===== config.mk =====
export PLATFORM = sky130hd
export DESIGN_NAME = copro_io_master_flat
export DESIGN_NICKNAME = d
export VERILOG_FILES = /design/src/rtl/copro_io_master_if.sv /design/src/rtl/copro_io_master.sv /design/src/flat_wrapper.sv
export SDC_FILE = /design/constraint.sdc
export NUM_CORES = 1
export LEC_CHECK = 0
export CORE_MARGIN = 1.5
export CORE_UTILIZATION = 41
export DETAILED_ROUTE_END_ITERATION = 8
export PLACE_DENSITY = 0.77
export REMOVE_ABC_BUFFERS = 1
export SYNTH_ARGS = -nofsm -noshare
export SYNTH_HDL_FRONTEND = slang
export SYNTH_SLANG_ARGS = --single-unit

===== constraint.sdc =====
create_clock -name clk -period 2.7 [get_ports clk]
set_clock_uncertainty 0.1 [all_clocks]
set_input_delay 0.81 -clock clk [delete_from_list [all_inputs] [get_ports clk]]
set_output_delay 0.81 -clock clk [all_outputs]
set_load 0.005 [all_outputs]

===== src/rtl/copro_io_master_if.sv =====
// Command/response handshake between the debug transport and copro_io_master.
interface copro_io_master_if #(
  parameter int N      = 64,
  parameter int ADDR_W = 15
);
  logic              cmd_valid;
  logic              cmd_ready;
  logic [2:0]        cmd_op;
  logic [2:0]        cmd_sel;
  logic [ADDR_W-1:0] cmd_addr;
  logic [N-1:0]      cmd_data;
  logic              resp_valid;
  logic              resp_ready;
  logic [N-1:0]      resp_data;
  logic              resp_err;

  modport master (
    input  cmd_valid, cmd_op, cmd_sel, cmd_addr, cmd_data, resp_ready,
    output cmd_ready, resp_valid, resp_data, resp_err
  );

  modport slave (
    output cmd_valid, cmd_op, cmd_sel, cmd_addr, cmd_data, resp_ready,
    input  cmd_ready, resp_valid, resp_data, resp_err
  );
endinterface


===== src/rtl/copro_io_master.sv =====
// Debug-command initiator for the core's coprocessor IO port: drives registered
// Addr/Control/DataOut timing and returns sampled DataIn on a response channel.
module copro_io_master #(
  parameter int          N            = 64,
  parameter int          ADDR_W       = 15,
  parameter int          READ_LATENCY = 2,
  parameter logic [63:0] MAGIC        = 64'h00000000feedc0de
) (
  input  logic              clk,
  input  logic              reset,
  copro_io_master_if.master host,
  output logic              armed,
  output logic              break_hit,
  output logic [ADDR_W-1:0] coprocessorIOAddr,
  output logic [4:0]        coprocessorIOControl,
  output logic [N-1:0]      coprocessorIODataOut,
  input  logic [N-1:0]      coprocessorIODataIn
);

  typedef enum logic [1:0] {S_IDLE, S_ISSUE, S_WAIT, S_RESP} state_e;
  typedef enum logic [2:0] {
    OP_MEM_READ  = 3'b000,
    OP_PORT_READ = 3'b001,
    OP_ARM       = 3'b010,
    OP_DISARM    = 3'b011
  } op_e;

  localparam logic [N-1:0]      MAGIC_N  = N'(MAGIC);
  localparam logic [2:0]        LAT_LAST = 3'(READ_LATENCY - 1);
  localparam logic [ADDR_W-1:0] BP_ADDR  = ADDR_W'(32'h1000);

  state_e            state_q, state_d;
  logic [2:0]        cnt_q, cnt_d;
  logic              is_read_q, is_read_d;
  logic              cmd_ready_q, cmd_ready_d;
  logic              resp_valid_q, resp_valid_d;
  logic [N-1:0]      resp_data_q, resp_data_d;
  logic              resp_err_q, resp_err_d;
  logic              armed_q, armed_d;
  logic              break_hit_q, break_hit_d;
  logic [4:0]        ctrl_q, ctrl_d;
  logic [ADDR_W-1:0] addr_q, addr_d;
  logic [N-1:0]      dout_q, dout_d;

  logic op_read, op_legal, accept, access_done;

  always_comb begin
    op_read  = (host.cmd_op == OP_MEM_READ) || (host.cmd_op == OP_PORT_READ);
    op_legal = (host.cmd_op inside {OP_MEM_READ, OP_PORT_READ, OP_ARM, OP_DISARM}) &&
               !((host.cmd_op == OP_PORT_READ) && (host.cmd_sel == 3'b000));
  end

  assign accept      = (state_q == S_IDLE) && cmd_ready_q && host.cmd_valid;
  assign access_done = ((state_q == S_ISSUE) || (state_q == S_WAIT)) &&
                       (!is_read_q || (cnt_q == 3'd0));

  always_ff @(posedge clk) begin
    if (!reset) begin
      state_q      <= S_IDLE;
      cnt_q        <= '0;
      is_read_q    <= 1'b0;
      cmd_ready_q  <= 1'b0;
      resp_valid_q <= 1'b0;
      resp_data_q  <= '0;
      resp_err_q   <= 1'b0;
      armed_q      <= 1'b0;
      break_hit_q  <= 1'b0;
      ctrl_q       <= '0;
      addr_q       <= '0;
      dout_q       <= '0;
    end else begin
      state_q      <= state_d;
      cnt_q        <= cnt_d;
      is_read_q    <= is_read_d;
      cmd_ready_q  <= cmd_ready_d;
      resp_valid_q <= resp_valid_d;
      resp_data_q  <= resp_data_d;
      resp_err_q   <= resp_err_d;
      armed_q      <= armed_d;
      break_hit_q  <= break_hit_d;
      ctrl_q       <= ctrl_d;
      addr_q       <= addr_d;
      dout_q       <= dout_d;
    end
  end

  // Reads hold the access for cnt+1 cycles; ARM/DISARM leave after one ISSUE cycle.
  always_comb begin
    state_d = state_q;
    cnt_d   = cnt_q;
    case (state_q)
      S_IDLE: begin
        if (accept) begin
          state_d = op_legal ? S_ISSUE : S_RESP;
          cnt_d   = LAT_LAST;
        end
      end
      S_ISSUE, S_WAIT: begin
        if (access_done) begin
          state_d = S_RESP;
        end else begin
          state_d = S_WAIT;
          cnt_d   = cnt_q - 3'd1;
        end
      end
      S_RESP: begin
        if (host.resp_ready) state_d = S_IDLE;
      end
      default: state_d = S_IDLE;
    endcase
  end

  always_comb begin
    is_read_d    = is_read_q;
    cmd_ready_d  = (state_d == S_IDLE);
    resp_valid_d = (state_d == S_RESP);
    resp_data_d  = resp_data_q;
    resp_err_d   = resp_err_q;
    armed_d      = armed_q;
    break_hit_d  = break_hit_q;
    ctrl_d       = ctrl_q;
    addr_d       = addr_q;
    dout_d       = dout_q;

    if (armed_q && (state_q == S_IDLE) && (ctrl_q[3:0] == 4'b0000) &&
        (coprocessorIODataIn == MAGIC_N))
      break_hit_d = 1'b1;

    case (state_q)
      S_IDLE: begin
        if (accept) begin
          is_read_d   = op_read && op_legal;
          resp_data_d = '0;
          resp_err_d  = !op_legal;
          if (op_legal) begin
            case (host.cmd_op)
              OP_MEM_READ: begin
                ctrl_d = {armed_q, 4'b1000};
                addr_d = host.cmd_addr;
              end
              OP_PORT_READ: begin
                ctrl_d = {armed_q, 1'b0, host.cmd_sel};
                addr_d = host.cmd_addr;
              end
              OP_ARM: begin
                ctrl_d      = 5'b11000;
                addr_d      = BP_ADDR;
                dout_d      = host.cmd_data;
                armed_d     = 1'b1;
                break_hit_d = 1'b0;
              end
              default: begin
                ctrl_d      = '0;
                addr_d      = '0;
                armed_d     = 1'b0;
                break_hit_d = 1'b0;
              end
            endcase
          end
        end
      end
      S_ISSUE, S_WAIT: begin
        if (access_done) begin
          ctrl_d = {armed_q, 4'b0000};
          addr_d = '0;
          dout_d = '0;
          if (is_read_q) resp_data_d = coprocessorIODataIn;
        end
      end
      default: ;
    endcase
  end

  assign host.cmd_ready       = cmd_ready_q;
  assign host.resp_valid      = resp_valid_q;
  assign host.resp_data       = resp_data_q;
  assign host.resp_err        = resp_err_q;
  assign armed                = armed_q;
  assign break_hit            = break_hit_q;
  assign coprocessorIOAddr    = addr_q;
  assign coprocessorIOControl = ctrl_q;
  assign coprocessorIODataOut = dout_q;

endmodule

===== src/flat_wrapper.sv =====
// flat-port wrapper written by rule: the top's interface ports become plain ports
module copro_io_master_flat 
#(
  parameter int          N            = 64,
  parameter int          ADDR_W       = 15,
  parameter int          READ_LATENCY = 2,
  parameter logic [63:0] MAGIC        = 64'h00000000feedc0de
)
  (clk, reset, armed, break_hit, coprocessorIOAddr, coprocessorIOControl, coprocessorIODataOut, coprocessorIODataIn, host_cmd_valid, host_cmd_op, host_cmd_sel, host_cmd_addr, host_cmd_data, host_resp_ready, host_cmd_ready, host_resp_valid, host_resp_data, host_resp_err);
  copro_io_master_if #(.N(N), .ADDR_W(ADDR_W)) host_i ();
  input  logic clk;
  input  logic reset;
  output logic armed;
  output logic break_hit;
  output logic [ADDR_W-1:0] coprocessorIOAddr;
  output logic [4:0] coprocessorIOControl;
  output logic [N-1:0] coprocessorIODataOut;
  input  logic [N-1:0] coprocessorIODataIn;
  input wire logic [$bits(host_i.cmd_valid)-1:0] host_cmd_valid;
  input wire logic [$bits(host_i.cmd_op)-1:0] host_cmd_op;
  input wire logic [$bits(host_i.cmd_sel)-1:0] host_cmd_sel;
  input wire logic [$bits(host_i.cmd_addr)-1:0] host_cmd_addr;
  input wire logic [$bits(host_i.cmd_data)-1:0] host_cmd_data;
  input wire logic [$bits(host_i.resp_ready)-1:0] host_resp_ready;
  output wire logic [$bits(host_i.cmd_ready)-1:0] host_cmd_ready;
  output wire logic [$bits(host_i.resp_valid)-1:0] host_resp_valid;
  output wire logic [$bits(host_i.resp_data)-1:0] host_resp_data;
  output wire logic [$bits(host_i.resp_err)-1:0] host_resp_err;
  assign host_i.cmd_valid = host_cmd_valid;
  assign host_i.cmd_op = host_cmd_op;
  assign host_i.cmd_sel = host_cmd_sel;
  assign host_i.cmd_addr = host_cmd_addr;
  assign host_i.cmd_data = host_cmd_data;
  assign host_i.resp_ready = host_resp_ready;
  assign host_cmd_ready = host_i.cmd_ready;
  assign host_resp_valid = host_i.resp_valid;
  assign host_resp_data = host_i.resp_data;
  assign host_resp_err = host_i.resp_err;
  copro_io_master #(.N(N), .ADDR_W(ADDR_W), .READ_LATENCY(READ_LATENCY), .MAGIC(MAGIC)) u_core (.clk(clk), .reset(reset), .host(host_i), .armed(armed), .break_hit(break_hit), .coprocessorIOAddr(coprocessorIOAddr), .coprocessorIOControl(coprocessorIOControl), .coprocessorIODataOut(coprocessorIODataOut), .coprocessorIODataIn(coprocessorIODataIn));
endmodule

Yosys cells after proc, flatten, opt, wreduce, memory -nomap -nowiden:

Cells that the tools add are included.

* reductions and logical operators: 31
* equality and inequality tests: 14
* muxes and demuxes: 33
* bitwise logic cells: 1
* add/sub/neg operators: 1

Operators by type and width (number)
* $mux W64: 7
* $pmux W64 S2: 2
* $eq A64 B32 Y1 const B: 1
* $pmux W15 S2: 2
* $mux W15: 3
* $mux W5: 3
* $pmux W5 S3: 1
* $reduce_and A4 Y1: 3
* $ne A2 B1 Y1 const B: 5
* $pmux W5 S2: 1
* $logic_and A1 B1 Y1: 9
* $logic_not A3 Y1: 3
* $eq A2 B2 Y1 const B: 3
* $eq A3 B2 Y1 const B: 2
* $mux W1: 6
* $mux W2: 3
* $mux W3: 2
* $pmux W2 S3: 1
* $pmux W3 S2: 1
* $reduce_and A5 Y1: 1
* $logic_not A2 Y1: 2
* $logic_not A4 Y1: 1
* $reduce_bool A4 Y1: 1
* $reduce_or A2 Y1: 2
* 11 further kinds: 15

* output and inout bits: 153
* logic and storage cells: 92
* bits of input ports: 153
* bits in registers: 159

Depth between registers and ports, before layout:

Gate-level depths: netlist (run 1).

* depth in word-level cells: 9
* gate-level depth with buffers: 9
* gate-level depth less buffers: 6

Worst setup path before layout (run 1):

OpenSTA, ideal clock, no wires.

* kind: input to register
* start: input host_cmd_sel[1]
* end: register u_core.addr_q[0] (netlist: u_core.coprocessorIOAddr[0])
* data required time: 2.528 ns
* setup slack: 0.369 ns
* arrival time: 2.159 ns
* cell stages on the path: 5
* setup time: 0.072 ns
* cells stage by stage: or4b_1 > o31ai_1 > a21o_1 > buf_4 > mux2i_1

* longest elaborated chain between the ends: 6

RTL lines
* start: declaration: RTL line flat_wrapper.sv:21 `input wire logic [$bits(host_i.cmd_sel)-1:0] host_cmd_sel;`
* $logic_not A3 Y1: RTL line copro_io_master.sv:50 `!((host.cmd_op == OP_PORT_READ) && (host.cmd_sel == 3'b000));`
* $logic_and A1 B1 Y1: RTL line copro_io_master.sv:50
* $logic_not A1 Y1: RTL line copro_io_master.sv:50
* $logic_and A1 B1 Y1: RTL line copro_io_master.sv:49 `op_legal = (host.cmd_op inside {OP_MEM_READ, OP_PORT_READ, OP_ARM, OP_DISARM}) &&`
* $ne A2 B1 Y1 (no source line)
* $reduce_and A4 Y1 (no source line)
* end signal: assignment: RTL line copro_io_master.sv:82 `addr_q <= addr_d;`
* end: declaration: RTL line copro_io_master.sv:42 `logic [ADDR_W-1:0] addr_q, addr_d;`

No other way between the ends.
A chain may end at the register's enable or synchronous reset.

Worst setup path after layout (run 1):

* start: input host_cmd_op[0]
* end: register u_core.addr_q[3] (netlist: u_core.coprocessorIOAddr[3])

* longest elaborated chain between the ends: 6
* elaborated cells on any way between the ends: 15

RTL lines
* start: declaration: RTL line flat_wrapper.sv:20 `input wire logic [$bits(host_i.cmd_op)-1:0] host_cmd_op;`
* $eq A3 B1 Y1 or $logic_not A3 Y1 (tied branches): RTL line copro_io_master.sv:49, copro_io_master.sv:50, copro_io_master.sv:136
* $reduce_or A2 Y1 (no source line) or $logic_and A1 B1 Y1 (tied branches)
* $pmux W15 S2 or $logic_not A1 Y1 (tied branches): RTL line copro_io_master.sv:136, copro_io_master.sv:50
* $mux W15 or $logic_and A1 B1 Y1 (tied branches): RTL line copro_io_master.sv:135, copro_io_master.sv:49
* $mux W15 or $ne A2 B1 Y1 (tied branches)
* $pmux W15 S2 or $reduce_and A4 Y1 (tied branches)

Several ways; a longest one is shown, not always the timed one. The select of a mux whose other input is x is not followed.

==> run metrics, run 1 <==
capture instance of the worst register-to-register path=u_core.coprocessorIODataOut[42]; hold buffers post-CTS=0; register-to-register path setup slack=0.30 ns; Diodes inserted=0; number of buffers on the longest clock path=2; total power draw=0.0110 W; run status=complete, no violations; final hold slack=0.364 ns; Cell variety after synth=49; total number of placement rows=45; die width=129 um; number of buffer and inverter stages on the critical path=2; via count of the first global-routing pass=6,449; TritonCTS clock tree=done; sum of overflow across all layers after global routing=0; Synth Area in XOR/XNOR=0; FILL cells=1,194; H-tree depth=4; Syn Area/Cell=10.2 um2; PD cells=1050 mW/mm2; HPWL after detailed placement=15,100 um; area fraction in compound gates after synthesis=0.236; relative slew slack=0.603; maximum capacitance violations=0; hold crit path type=register to register; total wirelength of the detailed-routed design=21,300 um; instance count of the mapped netlist=641; root buf cell=sky130_fd_sc_hd__clkbuf_16; termination of the worst setup path=u_core.coprocessorIOAddr[3]; number of buffers inserted to repair setup after CTS=0; area of the core region=0.0154 mm2; number of buffers created by CTS=17; vias per std cell=5.60; type of the setup path with the least slack=input port to register; worst slack at placement=-0.250 ns; period utilization=0.945; count of flip-flops with a built-in enable after synthesis=0; Sink Count=159; CTS-repair resized insts=0; Pins Over Slew Limit=0; Crit path required time=2.94 ns; chip height=129 um; maximum vdd ir drop=0.000677 V; detailed-router iteration count before antenna repair=5; slowest cell on the critical path=sky130_fd_sc_hd__clkdlybuf4s50_1; largest delay contributor family on the critical path=buffers and inverters; dominant combinational cell family by area after synthesis=compound AO/OA/AOI/OAI gates; critical path peak fanout=20; post-layout worst setup margin=0.148 ns; starting utilization of the core area=0.424; unrepaired setup endpoints after global routing=false; fraction of the yosys area taken by sequential cells=0.488; Data arrival, critical path=2.79 ns; die area=0.0167 mm2; core utilization of the finished layout=0.683; largest net degree at the start of global routing=71; ordered cell list for the critical path=clkdlybuf4s50_1 -> or4b_1 -> o31ai_1 -> a21o_1 -> buf_12 -> mux2i_1; post-synthesis share of cell area spent on and, or, nand and nor gates=0.178; Stages on worst setup path=6; depth of the most critical reg-to-reg path=7; clock-pin transition on the worst setup and hold timing paths=0.06 ns; last weighted congestion value of the routability-driven placer=0.822; fraction of final layout cells sized beyond drive strength 1=0.137; via count=6,384; Post-synth top flop=sky130_fd_sc_hd__dfxtp_1; count of input and output buffers=305; crit end category=register; cell leakage power=3.80 nW; crit path time final=2.55 ns; start point of the critical path=host_cmd_op[0]; number of nets in the layout=1,077; insertion delay of the later-clocked pin in the worst-skew pair=0.41 ns; Async S/R FF share, synth=0; number of antenna violations at the first check in global routing=0; top-level I/O count=306; YS warnings=0; Worst R2R Start=u_core.state_q[1]; peak per-stage delay on the critical path=0.55 ns; share of synthesized cell area in full adder, half adder and majority cells=0.0115; first-pass GRT wire length=33,000 um; flip-flop and latch count after synthesis=159; Critical Path Source Type=input port; GR Util All Layers=0.249; final hold violation count=0; final setup violation count=0; combined area of all synthesized cells=0.00652 mm2; portion of netlist area occupied by mux cells=0.0324; slew of the pin with the lowest slew margin=0.596 ns; Achievable Freq=392 MHz; remaining routing DRC violations=0; wire length per cell=18.7 um; starting DRC count in detailed routing=344; Final ANT Viol Nets=0; synthesis-to-layout area growth=61.0%
[cell usage in the layout (no fill, tap or decap), types with 3 or more instances in the layout]
| master | synthesis | routed |
|---|---|---|
| sky130_fd_sc_hd__a21oi_1 | 72 | 71 |
| sky130_fd_sc_hd__buf_12 | 0 | 7 |
| sky130_fd_sc_hd__buf_4 | 2 | 16 |
| sky130_fd_sc_hd__bufinv_16 | 0 | 7 |
| sky130_fd_sc_hd__clkbuf_16 | 0 | 17 |
| sky130_fd_sc_hd__clkdlybuf4s50_1 | 0 | 305 |
| sky130_fd_sc_hd__dfxtp_1 | 159 | 159 |
| sky130_fd_sc_hd__ha_1 | 6 | 5 |
| sky130_fd_sc_hd__inv_1 | 8 | 8 |
| sky130_fd_sc_hd__mux2i_1 | 20 | 20 |
| sky130_fd_sc_hd__nand2_1 | 38 | 38 |
| sky130_fd_sc_hd__nand3_1 | 9 | 8 |
| sky130_fd_sc_hd__nand4b_1 | 3 | 3 |
| sky130_fd_sc_hd__nor2_1 | 5 | 4 |
| sky130_fd_sc_hd__nor4_1 | 7 | 7 |
| sky130_fd_sc_hd__o21ai_0 | 72 | 72 |
| sky130_fd_sc_hd__o221a_2 | 64 | 64 |
| sky130_fd_sc_hd__or4_1 | 3 | 3 |
| sky130_fd_sc_hd__or4b_1 | 65 | 65 |
[layer usage]
metal	track usage	part of all wire
met1	0.286	0.39
met2	0.436	0.51
met3	0.0648	0.053
met4	0.110	0.038
met5	0	0
[worst min-delay path: stages, from the launching register on]
cell and delay [ns]:
sky130_fd_sc_hd__dfxtp_1 0.31, sky130_fd_sc_hd__nand2_1 0.05, sky130_fd_sc_hd__mux2i_1 0.05
[cell usage after synthesis, types with 6 or more instances]
cell	instances	area (um2)
sky130_fd_sc_hd__nand2_1	38	143
sky130_fd_sc_hd__buf_6	6	67.6
sky130_fd_sc_hd__a21oi_1	72	360
sky130_fd_sc_hd__nor4_1	7	43.8
sky130_fd_sc_hd__o21ai_0	72	360
sky130_fd_sc_hd__inv_1	8	30.0
sky130_fd_sc_hd__o221a_2	64	721
sky130_fd_sc_hd__mux2i_1	20	200
sky130_fd_sc_hd__dfxtp_1	159	3180
sky130_fd_sc_hd__nand3_1	9	45.0
sky130_fd_sc_hd__clkbuf_1	58	218
sky130_fd_sc_hd__or4b_1	65	651
sky130_fd_sc_hd__ha_1	6	75.1
[per-stage QoR]
| step | area, um2 | std cells | setup TNS (ns) |
|---|---|---|---|
| CTS | 10500 | 1141 | 0 |
| global placement | 9810 | 1110 | -11.70 |
| finish | 10500 | 1141 | 0 |
| global route | 10500 | 1141 | 0 |
| detailed placement | 9810 | 1110 | -15.15 |
| floorplan | 6200 | 571 | -153.26 |
[registers in the layout (all words and copies together), names as in the netlist]
name                         count
u_core.coprocessorIOAddr        15
u_core.break_hit                 1
u_core.coprocessorIOControl      5
u_core.host.resp_err             1
u_core.armed                     1
u_core.host.cmd_ready            1
u_core.state_q                   2
u_core.host.resp_valid           1
u_core.coprocessorIODataOut     64
u_core.is_read_q                 1
u_core.host.resp_data           64
u_core.cnt_q                     3
[how the worst min path moves through the flow]
stage	from	endpoint	slack [ns]	cells after the start
detailed placement	u_core.coprocessorIOAddr[2]	u_core.coprocessorIOAddr[2]	0.35	2
global route	u_core.coprocessorIOAddr[12]	u_core.coprocessorIOAddr[12]	0.38	2
floorplan	u_core.cnt_q[1]	u_core.cnt_q[1]	0.35	2
global placement	u_core.coprocessorIOAddr[0]	u_core.coprocessorIOAddr[0]	0.35	2
CTS	u_core.coprocessorIOAddr[2]	u_core.coprocessorIOAddr[2]	0.37	2
finish	u_core.coprocessorIOAddr[8]	u_core.coprocessorIOAddr[8]	0.36	2
[where the power goes]
| group | leakage (nW) | internal, W | total [W] | switching (W) |
|---|---|---|---|---|
| Clock | 0.334 | 0.00187 | 0.00280 | 0.000924 |
| Combinational | 2.17 | 0.00260 | 0.00489 | 0.00229 |
| Sequential | 1.30 | 0.00299 | 0.00331 | 0.000316 |
| Total | 3.80 | 0.00746 | 0.0110 | 0.00353 |
[area by class of cell]
type                       count  area (um2)  share of cell area
timing repair buffer         328        3310               0.316
multi-input combinational    403        3010               0.287
clock buffer                  21         460              0.0439
sequential                   159        3180               0.303
tap                          211         264              0.0251
clock inverter                10         231              0.0220
inverter                       9        33.8             0.00322
[kinds of logic after synthesis]
family	after synthesis
and+or+nand+nor	156
buffers and inverters	79
muxes	21
DFF	159
adders and majority gates	6
AOI/OAI and AO/OA	220
Power figures use the tool's default switching activity.
==> inputs of run 2 (changes only) <==
--- a/config.mk
+++ b/config.mk
@@ -5,10 +5,10 @@
 export SDC_FILE = /design/constraint.sdc
 export NUM_CORES = 1
 export LEC_CHECK = 0
-export CORE_MARGIN = 1.5
+export CORE_MARGIN = 4
 export CORE_UTILIZATION = 41
 export DETAILED_ROUTE_END_ITERATION = 8
-export PLACE_DENSITY = 0.77
+export PLACE_DENSITY = 0.92
 export REMOVE_ABC_BUFFERS = 1
 export SYNTH_ARGS = -nofsm -noshare
 export SYNTH_HDL_FRONTEND = slang
==> run metrics, run 2 (synthesis gave the netlist of run 1 again) <==
run status=complete, no violations; sum of overflow across all layers after global routing=0 (unchanged); root buf cell=sky130_fd_sc_hd__clkbuf_16; crit end category=register; starting utilization of the core area=0.424 (unchanged); number of nets in the layout=1,085 (+0.74%); most frequent cells in the layout=305 x sky130_fd_sc_hd__clkdlybuf4s50_1, 159 x sky130_fd_sc_hd__dfxtp_1, 72 x sky130_fd_sc_hd__o21ai_0; fraction of final layout cells sized beyond drive strength 1=0.144 (+0.00752); last weighted congestion value of the routability-driven placer=0.843 (+2.5%); vias per std cell=5.57 (-0.49%); number of buffers on the longest clock path=2 (unchanged); ordered cell list for the critical path=clkdlybuf4s50_1 -> nand2b_1 -> o31a_2 -> buf_4 -> or4b_1 -> a21oi_1; clock-pin transition on the worst setup and hold timing paths=0.06 ns (about the same); Data arrival, critical path=2.71 ns (-0.08 ns); first-pass GRT wire length=33,500 um (+1.4%); via count of the first global-routing pass=6,228 (-3.4%); TritonCTS clock tree=done; peak per-stage delay on the critical path=0.47 ns (-0.08 ns); slew of the pin with the lowest slew margin=0.587 ns (-0.00908 ns); total number of placement rows=45 (unchanged); largest delay contributor family on the critical path=buffers and inverters; FILL cells=1,187 (-0.59%); maximum capacitance violations=0 (unchanged); start point of the critical path=host_cmd_op[0]; HP Start=u_core.coprocessorIOAddr[4]; relative slew slack=0.609 (+0.00605); cell leakage power=3.79 nW (-0.18%); number of buffers inserted to repair setup after CTS=0 (unchanged); hold buffers post-CTS=0 (unchanged); Achievable Freq=403 MHz (+2.8%); final hold slack=0.357 ns (-0.00770 ns); number of buffers created by CTS=17 (unchanged); slowest cell on the critical path=sky130_fd_sc_hd__or4b_1; top-level I/O count=306 (unchanged); H-tree depth=4 (unchanged); unrepaired setup endpoints after global routing=false; HPWL after detailed placement=15,300 um (+1.7%); final setup violation count=0 (unchanged); core utilization of the finished layout=0.680 (-0.00260); area of the core region=0.0154 mm2 (unchanged); most common cell after layout, fill and taps aside=sky130_fd_sc_hd__clkdlybuf4s50_1; GR Util All Layers=0.231 (-0.0183); Pins Over Slew Limit=0 (unchanged); Crit path required time=2.93 ns (about the same); die area=0.0180 mm2 (+7.9%); type of the setup path with the least slack=input port to register; largest net degree at the start of global routing=68 (-4.2%); wire length per cell=19.1 um (+2.1%); crit path time final=2.48 ns (-0.0697 ns); insertion delay of the later-clocked pin in the worst-skew pair=0.41 ns (about the same); final hold violation count=0 (unchanged); Worst R2R Start=u_core.state_q[1]; critical path peak fanout=28 (+40%); total wirelength of the detailed-routed design=21,900 um (+2.7%); synthesis-to-layout area growth=60.4%; Sink Count=159 (unchanged); number of buffer and inverter stages on the critical path=2 (unchanged); Diodes inserted=0 (unchanged); count of input and output buffers=305 (unchanged); remaining routing DRC violations=0 (unchanged); chip height=134 um (+3.9%); hold crit path type=register to register; Final ANT Viol Nets=0 (unchanged); PD cells=1030 mW/mm2 (-1.9%); via count=6,392 (+0.13%); number of antenna violations at the first check in global routing=0 (unchanged); register area=0.00318 mm2 (unchanged); CTS-repair resized insts=0 (unchanged); maximum vdd ir drop=0.000721 V (+6.4%); period utilization=0.919 (-0.0258); detailed-router iteration count before antenna repair=5 (unchanged); die width=134 um (+3.9%); total area of multi-input combinational cells=0.00301 mm2 (unchanged); Critical Path Source Type=input port; starting DRC count in detailed routing=372 (+8.1%)
[run 2: routing by layer]
metal	track usage	vias up	part of all wire
li1	-	3051	-
met1	0.271	3065	0.40
met2	0.406	239	0.51
met3	0.0728	37	0.071
met4	0.0656	0	0.020
met5	0	-	0
[run 2: final cells by class]
cell class | count | share of cell area
Sequential cell | 159 | 0.304
Clock inverter | 10 | 0.0129
Multi-Input combinational cell | 403 | 0.288
Clock buffer | 20 | 0.0437
Inverter | 9 | 0.00323
Timing Repair Buffer | 336 | 0.323
Tap cell | 211 | 0.0252
[run 2: power breakdown]
group / total (W) / switching [W] / leakage (nW) / internal, W
combinational: 0.00499 / 0.00231 / 2.20 / 0.00268
clock: 0.00245 / 0.000953 / 0.292 / 0.00149
sequential: 0.00331 / 0.000316 / 1.30 / 0.00299
total: 0.0107 / 0.00358 / 3.79 / 0.00717
[run 2: through the flow]
step	std cells	setup TNS, ns	area [um2]	setup WS (ns)	total power, W
after floorplan	571	-153.26	6200	-1.80	0.00566
after global placement	1118	-9.80	9870	-0.136	0.00819
after detailed placement	1118	-12.29	9870	-0.193	0.00832
after CTS	1148	0	10500	0.222	0.0108
after global routing	1148	0	10500	0.115	0.0113
final	1148	0	10500	0.218	0.0107
[run 2: worst paths after layout]
kind,end,slack (ns),depth (start not counted)
setup / recovery,u_core.coprocessorIODataOut[26],0.22,6
hold / removal,u_core.coprocessorIOAddr[4],0.36,2
setup reg to reg,u_core.coprocessorIODataOut[41],0.31,6
hold reg to reg,u_core.coprocessorIOAddr[4],0.36,2
[run 2: tightest hold or removal path, cell delays in order, from the launching register on]
cell and delay [ns]:
sky130_fd_sc_hd__dfxtp_1 0.31, sky130_fd_sc_hd__nand2_1 0.05, sky130_fd_sc_hd__mux2i_1 0.05
